## src/rtl/sram_arbiter_if.sv

```systemverilog
// Port-side and pad-side signal bundle of the two-port SRAM arbiter.
// The slave modport is the arbiter. The master modport is the requesters plus the pad model.
interface sram_arbiter_if;
   localparam int unsigned AW = 18;
   localparam int unsigned DW = 16;
   localparam int unsigned BW = 2;

   logic          p0_req;
   logic          p0_we;
   logic [BW-1:0] p0_be;
   logic [AW-1:0] p0_addr;
   logic [DW-1:0] p0_wdat;
   logic          p0_ack;
   logic [DW-1:0] p0_rdat;

   logic          p1_req;
   logic          p1_we;
   logic [BW-1:0] p1_be;
   logic [AW-1:0] p1_addr;
   logic [DW-1:0] p1_wdat;
   logic          p1_ack;
   logic [DW-1:0] p1_rdat;

   logic [AW-1:0] sram_addr;
   logic          sram_ce_n;
   logic          sram_oe_n;
   logic          sram_we_n;
   logic          sram_ub_n;
   logic          sram_lb_n;
   logic [DW-1:0] sram_dq_o;
   logic          sram_dq_oe;
   logic [DW-1:0] sram_dq_i;
   logic          busy;
   logic          gnt;

   modport slave (
      input  p0_req, p0_we, p0_be, p0_addr, p0_wdat,
      input  p1_req, p1_we, p1_be, p1_addr, p1_wdat,
      input  sram_dq_i,
      output p0_ack, p0_rdat, p1_ack, p1_rdat,
      output sram_addr, sram_ce_n, sram_oe_n, sram_we_n, sram_ub_n, sram_lb_n,
      output sram_dq_o, sram_dq_oe, busy, gnt
   );

   modport master (
      output p0_req, p0_we, p0_be, p0_addr, p0_wdat,
      output p1_req, p1_we, p1_be, p1_addr, p1_wdat,
      output sram_dq_i,
      input  p0_ack, p0_rdat, p1_ack, p1_rdat,
      input  sram_addr, sram_ce_n, sram_oe_n, sram_we_n, sram_ub_n, sram_lb_n,
      input  sram_dq_o, sram_dq_oe, busy, gnt
   );
endinterface

```

## src/rtl/sram_arbiter.sv

```systemverilog
// Round-robin two-port arbiter and strobe sequencer for a 16-bit asynchronous SRAM.
// Each state's strobes are registered on the edge that enters that state.
module sram_arbiter #(
   parameter int unsigned ACC_CYCLES = 2
) (
   input  logic           clk,
   input  logic           rst,
   sram_arbiter_if.slave  bus
);
   localparam int unsigned AW    = 18;
   localparam int unsigned DW    = 16;
   localparam int unsigned CNT_W = 4;

   typedef enum logic [1:0] {IDLE, SETUP, ACCESS, DONE} state_e;

   state_e           state_q;
   logic [CNT_W-1:0] cnt_q;
   logic             we_q;
   logic             busy_q;
   logic             gnt_q;
   logic             ack0_q;
   logic             ack1_q;
   logic [DW-1:0]    rdat0_q;
   logic [DW-1:0]    rdat1_q;
   logic [AW-1:0]    addr_q;
   logic [DW-1:0]    dq_o_q;
   logic             ce_n_q;
   logic             oe_n_q;
   logic             we_n_q;
   logic             ub_n_q;
   logic             lb_n_q;
   logic             dq_oe_q;

   logic             any_req_c;
   logic             win_c;
   logic             w_we_c;
   logic [1:0]       w_be_c;
   logic [AW-1:0]    w_addr_c;
   logic [DW-1:0]    w_wdat_c;

   // When both ports request, the port that did not own the last access wins
   assign any_req_c = bus.p0_req | bus.p1_req;
   assign win_c     = (bus.p0_req & bus.p1_req) ? ~gnt_q : bus.p1_req;
   assign w_we_c    = win_c ? bus.p1_we   : bus.p0_we;
   assign w_be_c    = win_c ? bus.p1_be   : bus.p0_be;
   assign w_addr_c  = win_c ? bus.p1_addr : bus.p0_addr;
   assign w_wdat_c  = win_c ? bus.p1_wdat : bus.p0_wdat;

   always_ff @(posedge clk or posedge rst) begin
      if (rst) begin
         state_q <= IDLE;
         cnt_q   <= '0;
         we_q    <= 1'b0;
         busy_q  <= 1'b0;
         gnt_q   <= 1'b1;
         ack0_q  <= 1'b0;
         ack1_q  <= 1'b0;
         rdat0_q <= '0;
         rdat1_q <= '0;
         addr_q  <= '0;
         dq_o_q  <= '0;
         ce_n_q  <= 1'b1;
         oe_n_q  <= 1'b1;
         we_n_q  <= 1'b1;
         ub_n_q  <= 1'b1;
         lb_n_q  <= 1'b1;
         dq_oe_q <= 1'b0;
      end else begin
         ack0_q <= 1'b0;
         ack1_q <= 1'b0;
         unique case (state_q)
            IDLE: begin
               if (any_req_c) begin
                  state_q <= SETUP;
                  busy_q  <= 1'b1;
                  gnt_q   <= win_c;
                  we_q    <= w_we_c;
                  addr_q  <= w_addr_c;
                  dq_o_q  <= w_wdat_c;
                  ub_n_q  <= ~w_be_c[1];
                  lb_n_q  <= ~w_be_c[0];
                  ce_n_q  <= 1'b0;
                  oe_n_q  <= w_we_c;
                  we_n_q  <= 1'b1;
                  dq_oe_q <= w_we_c;
               end
            end
            SETUP: begin
               state_q <= ACCESS;
               cnt_q   <= CNT_W'(ACC_CYCLES - 1);
               oe_n_q  <= we_q;
               we_n_q  <= ~we_q;
            end
            ACCESS: begin
               if (cnt_q == '0) begin
                  state_q <= DONE;
                  oe_n_q  <= 1'b1;
                  we_n_q  <= 1'b1;
                  if (gnt_q) ack1_q <= 1'b1;
                  else       ack0_q <= 1'b1;
                  // Read data is sampled while OE_ is still low
                  if (!we_q) begin
                     if (gnt_q) rdat1_q <= bus.sram_dq_i;
                     else       rdat0_q <= bus.sram_dq_i;
                  end
               end else begin
                  cnt_q <= cnt_q - 1'b1;
               end
            end
            DONE: begin
               state_q <= IDLE;
               busy_q  <= 1'b0;
               ce_n_q  <= 1'b1;
               dq_oe_q <= 1'b0;
               ub_n_q  <= 1'b1;
               lb_n_q  <= 1'b1;
            end
            default: state_q <= IDLE;
         endcase
      end
   end

   assign bus.p0_ack     = ack0_q;
   assign bus.p1_ack     = ack1_q;
   assign bus.p0_rdat    = rdat0_q;
   assign bus.p1_rdat    = rdat1_q;
   assign bus.sram_addr  = addr_q;
   assign bus.sram_ce_n  = ce_n_q;
   assign bus.sram_oe_n  = oe_n_q;
   assign bus.sram_we_n  = we_n_q;
   assign bus.sram_ub_n  = ub_n_q;
   assign bus.sram_lb_n  = lb_n_q;
   assign bus.sram_dq_o  = dq_o_q;
   assign bus.sram_dq_oe = dq_oe_q;
   assign bus.busy       = busy_q;
   assign bus.gnt        = gnt_q;
endmodule

```

## src/flat_wrapper.sv

```systemverilog
// flat-port wrapper written by rule: the top's interface ports become plain ports
module sram_arbiter_flat 
#(
   parameter int unsigned ACC_CYCLES = 2
)
  (clk, rst, bus_p0_req, bus_p0_we, bus_p0_be, bus_p0_addr, bus_p0_wdat, bus_p1_req, bus_p1_we, bus_p1_be, bus_p1_addr, bus_p1_wdat, bus_sram_dq_i, bus_p0_ack, bus_p0_rdat, bus_p1_ack, bus_p1_rdat, bus_sram_addr, bus_sram_ce_n, bus_sram_oe_n, bus_sram_we_n, bus_sram_ub_n, bus_sram_lb_n, bus_sram_dq_o, bus_sram_dq_oe, bus_busy, bus_gnt);
  sram_arbiter_if bus_i ();
  input  logic clk;
  input  logic rst;
  input wire logic [$bits(bus_i.p0_req)-1:0] bus_p0_req;
  input wire logic [$bits(bus_i.p0_we)-1:0] bus_p0_we;
  input wire logic [$bits(bus_i.p0_be)-1:0] bus_p0_be;
  input wire logic [$bits(bus_i.p0_addr)-1:0] bus_p0_addr;
  input wire logic [$bits(bus_i.p0_wdat)-1:0] bus_p0_wdat;
  input wire logic [$bits(bus_i.p1_req)-1:0] bus_p1_req;
  input wire logic [$bits(bus_i.p1_we)-1:0] bus_p1_we;
  input wire logic [$bits(bus_i.p1_be)-1:0] bus_p1_be;
  input wire logic [$bits(bus_i.p1_addr)-1:0] bus_p1_addr;
  input wire logic [$bits(bus_i.p1_wdat)-1:0] bus_p1_wdat;
  input wire logic [$bits(bus_i.sram_dq_i)-1:0] bus_sram_dq_i;
  output wire logic [$bits(bus_i.p0_ack)-1:0] bus_p0_ack;
  output wire logic [$bits(bus_i.p0_rdat)-1:0] bus_p0_rdat;
  output wire logic [$bits(bus_i.p1_ack)-1:0] bus_p1_ack;
  output wire logic [$bits(bus_i.p1_rdat)-1:0] bus_p1_rdat;
  output wire logic [$bits(bus_i.sram_addr)-1:0] bus_sram_addr;
  output wire logic [$bits(bus_i.sram_ce_n)-1:0] bus_sram_ce_n;
  output wire logic [$bits(bus_i.sram_oe_n)-1:0] bus_sram_oe_n;
  output wire logic [$bits(bus_i.sram_we_n)-1:0] bus_sram_we_n;
  output wire logic [$bits(bus_i.sram_ub_n)-1:0] bus_sram_ub_n;
  output wire logic [$bits(bus_i.sram_lb_n)-1:0] bus_sram_lb_n;
  output wire logic [$bits(bus_i.sram_dq_o)-1:0] bus_sram_dq_o;
  output wire logic [$bits(bus_i.sram_dq_oe)-1:0] bus_sram_dq_oe;
  output wire logic [$bits(bus_i.busy)-1:0] bus_busy;
  output wire logic [$bits(bus_i.gnt)-1:0] bus_gnt;
  assign bus_i.p0_req = bus_p0_req;
  assign bus_i.p0_we = bus_p0_we;
  assign bus_i.p0_be = bus_p0_be;
  assign bus_i.p0_addr = bus_p0_addr;
  assign bus_i.p0_wdat = bus_p0_wdat;
  assign bus_i.p1_req = bus_p1_req;
  assign bus_i.p1_we = bus_p1_we;
  assign bus_i.p1_be = bus_p1_be;
  assign bus_i.p1_addr = bus_p1_addr;
  assign bus_i.p1_wdat = bus_p1_wdat;
  assign bus_i.sram_dq_i = bus_sram_dq_i;
  assign bus_p0_ack = bus_i.p0_ack;
  assign bus_p0_rdat = bus_i.p0_rdat;
  assign bus_p1_ack = bus_i.p1_ack;
  assign bus_p1_rdat = bus_i.p1_rdat;
  assign bus_sram_addr = bus_i.sram_addr;
  assign bus_sram_ce_n = bus_i.sram_ce_n;
  assign bus_sram_oe_n = bus_i.sram_oe_n;
  assign bus_sram_we_n = bus_i.sram_we_n;
  assign bus_sram_ub_n = bus_i.sram_ub_n;
  assign bus_sram_lb_n = bus_i.sram_lb_n;
  assign bus_sram_dq_o = bus_i.sram_dq_o;
  assign bus_sram_dq_oe = bus_i.sram_dq_oe;
  assign bus_busy = bus_i.busy;
  assign bus_gnt = bus_i.gnt;
  sram_arbiter #(.ACC_CYCLES(ACC_CYCLES)) u_core (.clk(clk), .rst(rst), .bus(bus_i));
endmodule
```

## config.mk

```make
export PLATFORM = sky130hd
export DESIGN_NAME = sram_arbiter_flat
export DESIGN_NICKNAME = d
export VERILOG_FILES = /design/src/rtl/sram_arbiter_if.sv /design/src/rtl/sram_arbiter.sv /design/src/flat_wrapper.sv
export SDC_FILE = /design/constraint.sdc
export NUM_CORES = 1
export LEC_CHECK = 0
export CORE_MARGIN = 4
export CORE_UTILIZATION = 41
export DETAILED_ROUTE_END_ITERATION = 12
export MAX_ROUTING_LAYER = met4
export PLACE_DENSITY = 0.86
export SYNTH_ARGS = -nofsm -noshare
export SYNTH_HDL_FRONTEND = slang
export SYNTH_SLANG_ARGS = --single-unit
```

## constraint.sdc

```tcl
create_clock -name clk -period 6.15 [get_ports clk]
set_input_delay 1.23 -clock clk [delete_from_list [all_inputs] [get_ports clk]]
set_output_delay 1.23 -clock clk [all_outputs]
set_load 0.02 [all_outputs]
```

==> results by group <==
Run status
  • Status: finished clean

GRT
  • Remaining Overflow, GRT: 0
  • Vias in the first global route: 3,115
  • Total GRT Usage: 0.186
  • Initial antenna violation count: 0
  • Largest net degree at the start of global routing: 84
  • First-pass GRT wire length: 14,800 µm

CTS
  • Setup Fix Bufs, Post-CTS: 0
  • H-tree levels: 3
  • CTS Root Cell: clkbuf_8
  • Hold_buf cts: 0
  • CTS Sinks: 83
  • Skew-Pair Late Insertion Delay: 340 ps
  • Post-CTS resize count: 0
  • Num CTS Buffers: 9
  • CTS tree: done
  • CTS max path bufs: 2
  • Clock transition at the registers of the reported paths: 80 ps

Setup path
  • WP data arrival: 3260 ps
  • Crit Path Category: in -> reg
  • Max FO, Critical Path: 37
  • Setup crit start kind: input port
  • Kind of end point of the critical path: flop
  • Worst reg2reg path depth: 6
  • Worst Path Required: 6400 ps

Power and ir drop
  • Clock power share: 0.166
  • P_leak: 2.51 nW
  • Maximum vdd drop: 416 µV
  • Net Sw Power: 0.00109 W
  • Combinational power share: 0.502
  • Sw frac: 0.370
  • PnR Total Power: 0.00295 W
  • Internal power: 0.00186 W
  • Pwr Density: 517 nW/µm²
  • Sequential share of power: 0.332

Synthesis
  • Synth warn: 0
  • Most frequent cell after synthesis: dfrtp_1
  • Synth area leaders: dfrtp_1, mux2i_1, mux2_2
  • Post-synthesis cell count: 300
  • Yosys top cell area share: 0.527
  • Sequential area share after synthesis: 0.570
  • Synth Cell Area: 3650 µm²
  • Number of synthesized flops with an enable pin: 0
  • Leading area contributor after synthesis: dfrtp_1
  • Share of flip-flops with an asynchronous set or reset: 1.00
  • Synth unique cells: 33
  • Number of synthesized register bits: 83
  • Synth top cells by count: dfrtp_1, nand2_1, o21ai_0
  • Avg Cell Area, Syn: 12.2 µm²
  • Post-synth top flop: dfrtp_1
  • Syn Nets: 401

Floorplanning
  • Die Width: 102 µm
  • Starting Density: 0.421
  • Die height: 102 µm
  • Num rows: 34
  • Top Ports: 170
  • Die area: 10,500 µm²
  • Core footprint: 8680 µm²

Timing
  • Final Hold Violating Endpoints: 0
  • RSZ-0062 raised after global routing: false
  • Max Fclk: 332 MHz
  • Max_slew headroom: 0.315
  • Setup Skew: 13.1 ps
  • Final Cycle Share: 0.489
  • Final setup viols: 0
  • Setup TNS: 0 ps
  • Post-layout min period: 3010 ps
  • WHS: 471 ps
  • Slew Limit Fails: 0
  • Least-Margin Pin Slew: 1030 ps

Hold path
  • Hold Path Class: reg -> reg
  • WHS Path Cells: 2

Drt
  • Vias: 2,847
  • Remaining antenna violation count: 0
  • DRT Wirelength: 9450 µm
  • Vias per cell: 4.88
  • DRC violations left: 0
  • Routed wire per std cell: 16.2 µm
  • Number of DRC markers in iteration 0: 37
  • TritonRoute pass-1 iters: 4

Cells and area
  • Final #Nets: 571
  • Ant diodes: 0
  • Share of layout cells above drive strength 1: 0.141
  • Post-route design area: 5710 µm²
  • Filler Cell Count: 683
  • Syn-to-layout area delta: 56.2%

Place
  • Placed inst area: 5450 µm²
  • Post-DP HPWL: 7180 µm
  • Routability Congestion: 0.777
  • Number of port buffers: 169

Run
  • Max-cap violations: 0
layer usage:
metal / share of wire / global-route usage / wire [µm]
met5: 0 / - / 0
met4: 0.020 / 0.0626 / 189
met3: 0.063 / 0.0362 / 594
met2: 0.52 / 0.320 / 4880
met1: 0.40 / 0.218 / 3780
state kept, by name, indices dropped and copies added, names as in the netlist:
register               flops
u_core.bus.busy            1
u_core.bus.gnt             1
u_core.bus.p0_ack          1
u_core.bus.p0_rdat        16
u_core.bus.p1_ack          1
u_core.bus.p1_rdat        16
u_core.bus.sram_addr      18
u_core.bus.sram_ce_n       1
u_core.bus.sram_dq_o      16
u_core.bus.sram_dq_oe      1
u_core.bus.sram_lb_n       1
u_core.bus.sram_oe_n       1
u_core.bus.sram_ub_n       1
u_core.bus.sram_we_n       1
u_core.cnt_q               4
u_core.state_q             2
u_core.we_q                1
kinds of logic (layout without fill, tap and decap cells):
| logic type | after synthesis | in the layout | share of synthesized area |
|---|---|---|---|
| flip-flops | 83 | 83 | 0.570 |
| multiplexers | 72 | 72 | 0.219 |
| AND/OR/NAND/NOR | 63 | 63 | 0.0750 |
| AO/OA/AOI/OAI | 52 | 52 | 0.0787 |
| buffers and inverters | 23 | 198 | 0.0325 |
| adder cells (fa/ha/maj) | 7 | 7 | 0.0240 |
layout by cell type, fill, tap and decap left out, types with 3 or more instances in the layout:
cell / instances
nand2_1: 45
inv_1: 8
o21ai_0: 41
nor2_1: 6
dfrtp_1: 77
ha_1: 7
buf_4: 4
clkbuf_8: 11
mux2_4: 10
dfstp_2: 6
bufinv_16: 3
mux2i_1: 37
mux2_2: 25
clkdlybuf4s50_1: 169
final timing paths:
kind / end / slack [ps] / start
worst min register to register: u_core.bus.sram_ce_n$_DFFE_PP1P_ / 470 / u_core.bus.sram_ce_n$_DFFE_PP1P_
worst min-delay path: u_core.bus.sram_ce_n$_DFFE_PP1P_ / 470 / u_core.bus.sram_ce_n$_DFFE_PP1P_
max in group asynchronous: u_core.bus.sram_dq_o[6]$_DFFE_PP0P_ / 3930 / rst
worst max-delay path: u_core.bus.sram_oe_n$_DFFE_PP1P_ / 3140 / bus_p1_req
worst max register to register: u_core.bus.p1_rdat[5]$_DFFE_PP0P_ / 3830 / u_core.cnt_q[0]$_DFFE_PP0P_
min in group asynchronous: u_core.bus.p1_rdat[14]$_DFFE_PP0P_ / 1540 / rst
layout make-up:
type                    instances  area, µm²  area share
well taps                     108        135      0.0237
flip-flops and latches         83       2080       0.365
multi-input cells             194       1470       0.258
inverters                       9       35.0     0.00614
clock buffers                  11        151      0.0265
clock inverters                 5        108      0.0188
repair buffers                173       1720       0.302
power by group through the flow:
stage,registers (W),logic [W],clock network (W)
5_1_grt,0.00102,0.00160,0.000524
3_3_place_gp,0.000974,0.00145,0
6_report,0.000980,0.00148,0.000489
3_5_place_dp,0.000992,0.00150,0
2_1_floorplan,0.00127,0.000506,0
4_1_cts,0.000984,0.00150,0.000499
stage by stage:
step                      setup WS [ps]  utilization  std cells
final                              3140        0.658        583
after CTS                          3160        0.658        583
after global placement             2880        0.628        567
after global routing               3050        0.658        583
after detailed placement           2780        0.628        567
after floorplan                    2790            -        300
worst max-delay path: stages:
cell and delay, ps:
clkdlybuf4s50_1 600, a21boi_4 210, buf_4 530, mux2_2 430
o21ai_0 160, mux2i_1 100
Power figures use the tool's default switching activity.
